`src/rtl/led_rate_controller.sv`:
```
// Run-control sequencer: registered one-cycle step enables and a blink square wave at a programmable divisor.
// The first step arrives div_reg cycles after start; a divisor offer is stalled by div_ready=0 whenever not IDLE.
module led_rate_controller #(
    parameter int               CNT_W       = 28,
    parameter logic [CNT_W-1:0] DEFAULT_DIV = 28'd4_000_000,
    parameter int               BURST_W     = 16
) (
    input  logic               clock_in,
    input  logic               reset,
    input  logic               start,
    input  logic               stop,
    input  logic               single_step,
    input  logic               div_valid,
    input  logic [CNT_W-1:0]   div_value,
    output logic               div_ready,
    input  logic [BURST_W-1:0] burst_len,
    output logic               step_out,
    output logic               clock_out,
    output logic               busy,
    output logic               done,
    output logic [BURST_W-1:0] step_count
);

    localparam logic [CNT_W-1:0]   CNT_ONE = 1;
    localparam logic [CNT_W-1:0]   CNT_TWO = 2;
    localparam logic [BURST_W-1:0] STP_ONE = 1;

    typedef enum logic [1:0] {IDLE, RUN, STEP} state_t;

    state_t             state, state_nxt;
    logic [CNT_W-1:0]   counter, counter_nxt;
    logic [CNT_W-1:0]   div_reg;
    logic [BURST_W-1:0] burst_reg, burst_nxt;
    logic [BURST_W-1:0] step_count_nxt, step_inc;
    logic               step_nxt, done_nxt, clock_nxt;
    logic               wrap;

    assign div_ready = (state == IDLE);
    assign busy      = (state != IDLE);
    assign wrap      = (counter == div_reg - CNT_ONE);
    assign step_inc  = step_count + STP_ONE;

    always_comb begin
        state_nxt      = state;
        counter_nxt    = counter;
        burst_nxt      = burst_reg;
        step_count_nxt = step_count;
        step_nxt       = 1'b0;
        done_nxt       = 1'b0;
        clock_nxt      = 1'b0;
        case (state)
            IDLE: begin
                if (start) begin
                    state_nxt      = RUN;
                    counter_nxt    = '0;
                    burst_nxt      = burst_len;
                    step_count_nxt = '0;
                end else if (single_step) begin
                    state_nxt = STEP;
                end
            end
            RUN: begin
                // stop wins over a coincident wrap, so the pending step is dropped
                if (stop) begin
                    state_nxt   = IDLE;
                    counter_nxt = '0;
                end else if (wrap) begin
                    counter_nxt    = '0;
                    step_nxt       = 1'b1;
                    step_count_nxt = step_inc;
                    if ((burst_reg != '0) && (step_inc == burst_reg)) begin
                        state_nxt = IDLE;
                        done_nxt  = 1'b1;
                    end
                end else begin
                    counter_nxt = counter + CNT_ONE;
                end
                clock_nxt = (state_nxt == RUN) && (counter < (div_reg >> 1));
            end
            STEP: begin
                step_nxt       = 1'b1;
                step_count_nxt = step_inc;
                state_nxt      = IDLE;
            end
            default: state_nxt = IDLE;
        endcase
    end

    always_ff @(posedge clock_in or posedge reset) begin
        if (reset) begin
            state      <= IDLE;
            counter    <= '0;
            div_reg    <= DEFAULT_DIV;
            burst_reg  <= '0;
            step_count <= '0;
            step_out   <= 1'b0;
            clock_out  <= 1'b0;
            done       <= 1'b0;
        end else begin
            state      <= state_nxt;
            counter    <= counter_nxt;
            burst_reg  <= burst_nxt;
            step_count <= step_count_nxt;
            step_out   <= step_nxt;
            clock_out  <= clock_nxt;
            done       <= done_nxt;
            if (div_valid && div_ready)
                div_reg <= (div_value < CNT_TWO) ? CNT_TWO : div_value;
        end
    end

endmodule

```
`config.mk`:
```
export PLATFORM = sky130hd
export DESIGN_NAME = led_rate_controller
export DESIGN_NICKNAME = d
export VERILOG_FILES = /design/src/rtl/led_rate_controller.sv
export SDC_FILE = /design/constraint.sdc
export NUM_CORES = 1
export LEC_CHECK = 0
export ABC_AREA = 1
export BUFFER_PORTS_ARGS = -buffer_cell sky130_fd_sc_hd__buf_2
export CAP_MARGIN = 20
export CORE_ASPECT_RATIO = 1.4
export CORE_MARGIN = 2
export CORE_UTILIZATION = 50
export DETAILED_ROUTE_END_ITERATION = 10
export PLACE_DENSITY_LB_ADDON = 0.15
export SETUP_SLACK_MARGIN = 0.3
export SLEW_MARGIN = 20
export SYNTH_ARGS = -nofsm -noshare
export SYNTH_HDL_FRONTEND = slang
export SYNTH_SLANG_ARGS = --single-unit
```
`constraint.sdc`:
```
create_clock -name clock_in -period 4.1 [get_ports clock_in]
set_input_delay 0.82 -clock clock_in [delete_from_list [all_inputs] [get_ports clock_in]]
set_output_delay 0.82 -clock clock_in [all_outputs]
set_load 0.05 [all_outputs]
```
==> impl_metrics.prom <==
# TYPE chip_impl_metric gauge
chip_impl_info{name="outcome",value="complete, no violations"} 1
chip_impl_metric{name="netlist_area",unit="µm²"} 7060
chip_impl_metric{name="grt_max_degree",unit=""} 53
chip_impl_metric{name="global_route.usage.total",unit=""} 0.275
chip_impl_metric{name="wirelength",unit="mm"} 20.0
chip_impl_metric{name="cts_inserted_buffers",unit=""} 9
chip_impl_metric{name="total_leakage_power",unit="nW"} 3.81
chip_impl_metric{name="latest_clock_arrival_within_the_worst_skew_pair",unit="ns"} 0.36
chip_impl_info{name="critPathTopFamily",value="simple AND/OR/NAND/NOR gates"} 1
chip_impl_metric{name="placedInstanceArea",unit="µm²"} 7590
chip_impl_metric{name="synth_seq_cells",unit=""} 93
chip_impl_metric{name="drc_errors",unit=""} 0
chip_impl_metric{name="vdd_drop_max",unit="µV"} 347
chip_impl_metric{name="synth_warnings",unit=""} 0
chip_impl_info{name="timing.critical_path.from_type",value="flop"} 1
chip_impl_info{name="path_cells",value="inv_1, ha_1, nand3_4, nor2_4, nand2_1, nor2_2, xor2_1, nand2_1, nand3b_1, nor2_2, nand2_2, nand2_1, o21ai_0"} 1
chip_impl_metric{name="cap_viol_max_count",unit=""} 0
chip_impl_metric{name="critPathArrivalTime",unit="ns"} 3.08
chip_impl_metric{name="design_area",unit="µm²"} 7900
chip_impl_metric{name="viasPerCell",unit=""} 5.31
chip_impl_metric{name="worst_path_largest_cell_delay",unit="ns"} 0.52
chip_impl_metric{name="post-dp-hpwl",unit="mm"} 16.0
chip_impl_metric{name="initial_utilization",unit=""} 0.510
chip_impl_metric{name="boundaryPins",unit=""} 71
chip_impl_metric{name="sequential_to_total_area_share_from_yosys_stat",unit=""} 0.331
chip_impl_metric{name="cts_buffer_depth",unit=""} 2
chip_impl_metric{name="cts_setup_buffers",unit=""} 0
chip_impl_metric{name="reg2reg_setup_slack",unit="ns"} 1.22
chip_impl_metric{name="cts-hold-fix-buffers",unit=""} 0
chip_impl_metric{name="die_h",unit="µm"} 145
chip_impl_metric{name="place.detailed.instances",unit=""} 1259
chip_impl_metric{name="tns",unit="ns"} 0
chip_impl_metric{name="area_growth",unit="%"} 11.9
chip_impl_metric{name="timing.final.max_slew_violations",unit=""} 0
chip_impl_info{name="crit_path_top_delay_cell",value="nand2_1"} 1
chip_impl_metric{name="critPathBufInv",unit=""} 1
chip_impl_metric{name="dp_slack",unit="ns"} 1.24
chip_impl_metric{name="clock_sinks",unit=""} 93
chip_impl_metric{name="instances_no_fill",unit=""} 1275
chip_impl_metric{name="chipWidth",unit="µm"} 104
chip_impl_info{name="crit_path_frequent_cell",value="nand2_1"} 1
chip_impl_metric{name="min_period_over_period",unit=""} 0.702
chip_impl_info{name="ys_top_cells_by_area",value="dfrtp_1 30%, nand2_1 15%, nor2_1 7.6%, xor2_1 6.1%, inv_1 5.7%"} 1
chip_impl_metric{name="fp.dieArea",unit="µm²"} 15100
chip_impl_metric{name="synth_top_area_frac",unit=""} 0.305
chip_impl_info{name="clock_tree_from_tritoncts",value="built"} 1
chip_impl_metric{name="core-area",unit="µm²"} 13800
chip_impl_metric{name="synth.lib_cells_used.distinct",unit=""} 46
chip_impl_metric{name="timing.final.ws_setup",unit="ns"} 1.22
chip_impl_metric{name="hold_viol_final",unit=""} 0
chip_impl_metric{name="antenna_left",unit=""} 0
chip_impl_info{name="hp-class",value="reg2reg"} 1
chip_impl_metric{name="num_antenna_cells",unit=""} 0
chip_impl_metric{name="total_power",unit="mW"} 4.67
chip_impl_metric{name="mean_post_synth_cell_area",unit="µm²"} 6.92
chip_impl_metric{name="globalRoute.totalOverflow",unit=""} 0
chip_impl_metric{name="postSynthCellCount",unit=""} 1020
chip_impl_metric{name="required",unit="ns"} 4.30
chip_impl_metric{name="drtIter0Drc",unit=""} 312
chip_impl_info{name="rsz0062_at_grt",value="false"} 1
chip_impl_metric{name="number_of_buffers_inserted_by_port_buffering",unit=""} 70
chip_impl_metric{name="row_count",unit=""} 51
chip_impl_metric{name="synthesis.nets",unit=""} 1102
chip_impl_metric{name="detail_route.wl_per_cell",unit="µm"} 15.7
chip_impl_info{name="critPathKind",value="reg2reg"} 1
chip_impl_info{name="leading_cell_type_in_the_layout_fill_and_taps_excluded",value="nand2_1"} 1
chip_impl_metric{name="cts_repair_resize_count",unit=""} 0
chip_impl_metric{name="clk_pin_slew",unit="ns"} 0.07
chip_impl_metric{name="max_freq",unit="GHz"} 0.348
chip_impl_info{name="mostFrequentLayoutCells",value="285 x nand2_1, 143 x nor2_1, 107 x inv_1"} 1
chip_impl_metric{name="timing.clock.skew",unit="ns"} 0.00755
chip_impl_info{name="critPathCaptureType",value="flop"} 1
chip_impl_metric{name="critical_path.max_fanout",unit=""} 21
chip_impl_metric{name="place.gp.congestion",unit=""} 0.966
chip_impl_metric{name="first_global_vias",unit=""} 6676
chip_impl_metric{name="timing_worst_slew_pin_value",unit="ns"} 0.987
chip_impl_info{name="synthDominantAreaCellType",value="dfrtp_1"} 1
chip_impl_metric{name="finish.utilization",unit=""} 0.571
chip_impl_metric{name="maxSlewHeadroom",unit=""} 0.341
chip_impl_metric{name="timing.final.setup_violations",unit=""} 0
chip_impl_metric{name="initial_antenna_violation_count",unit=""} 0
chip_impl_metric{name="power_density",unit="nW/µm²"} 591
chip_impl_metric{name="final.min_clock_period",unit="ns"} 2.88
chip_impl_metric{name="drive_gt1_frac",unit=""} 0.124
chip_impl_info{name="root_buffer",value="clkbuf_16"} 1
chip_impl_metric{name="first_pass_grt_wire_length",unit="mm"} 32.5
chip_impl_metric{name="cts_max_level",unit=""} 3
chip_impl_metric{name="drt_first_pass_iters",unit=""} 5
chip_impl_metric{name="nNetsFinal",unit=""} 1167
chip_impl_metric{name="fin_worst_hold_slack",unit="ns"} 0.539
chip_impl_metric{name="dr_total_vias",unit=""} 6775
[layer usage]
metal  up-vias  share of wire  GRT usage  wire (µm)
met2       166           0.54      0.529      10800
met5         -              0          0          0
met4         0          0.037      0.138        741
met1      3131           0.39      0.299       7760
li1       3440              -          -          -
met3        38          0.037     0.0284        736
[Yosys cell counts, drive strengths merged]
library cell and instances:
or2 3, a211oi 2, a21o 1, nand3b 5, nand4 24, dfstp 7
a21oi 28, inv 110, clkbuf 17, o31ai 1, a21boi 1, a31oi 2
nor3 13, dfrtp 86, mux2 8, o21bai 6, nand3 77, o211ai 1
or4 1, buf 4, o21ai 53, xor3 1, o22ai 12, xor2 49
xnor2 14, nor2 156, ha 32, nor4 12, o2111ai 1, xnor3 1
o21a 1, nand2 291
[cell type report]
cell class | instances | area [µm²]
Clock inverter | 4 | 55.1
Inverter | 110 | 415
Timing Repair Buffer | 75 | 388
Tap cell | 185 | 231
Fill cell | 1429 | 5940
Multi-Input combinational cell | 796 | 4220
Sequential cell | 93 | 2340
Clock buffer | 12 | 256
[cell families (layout without fill, tap and decap cells)]
logic type | after synthesis | after routing | synth area share
fa+ha+maj | 32 | 32 | 0.0567
mux | 8 | 8 | 0.0128
compound gates | 109 | 109 | 0.0854
xor+xnor | 65 | 65 | 0.0847
flops | 93 | 93 | 0.331
buf+inv | 131 | 201 | 0.0717
simple gates | 582 | 582 | 0.358
[power breakdown]
group | internal, mW | switching (mW)
Combinational | 0.740 | 1.55
Clock | 0.510 | 0.389
Sequential | 1.19 | 0.293
[worst reg2reg max path, stage by stage (launching register included)]
cell and delay [ns]:
dfrtp_1 0.37, inv_1 0.12, ha_1 0.25, nand3_4 0.15, nor2_4 0.21, nand2_1 0.09, nor2_2 0.16, xor2_1 0.17
nand2_1 0.05, nand3b_1 0.20, nor2_2 0.14, nand2_2 0.10, nand2_1 0.52, o21ai_0 0.19
[final timing paths]
| check | startpoint | endpoint | cells past startpoint |
|---|---|---|---|
| hold / removal | burst_reg[2] | burst_reg[2] | 2 |
| min in group asynchronous | reset | step_count[5] | 2 |
| setup / recovery | div_reg[0] | counter[25] | 13 |
| setup reg to reg | div_reg[0] | counter[25] | 13 |
| hold reg to reg | burst_reg[2] | burst_reg[2] | 2 |
| max in group asynchronous | reset | div_reg[18] | 3 |
No activity file was read; power rests on OpenSTA's default activity.
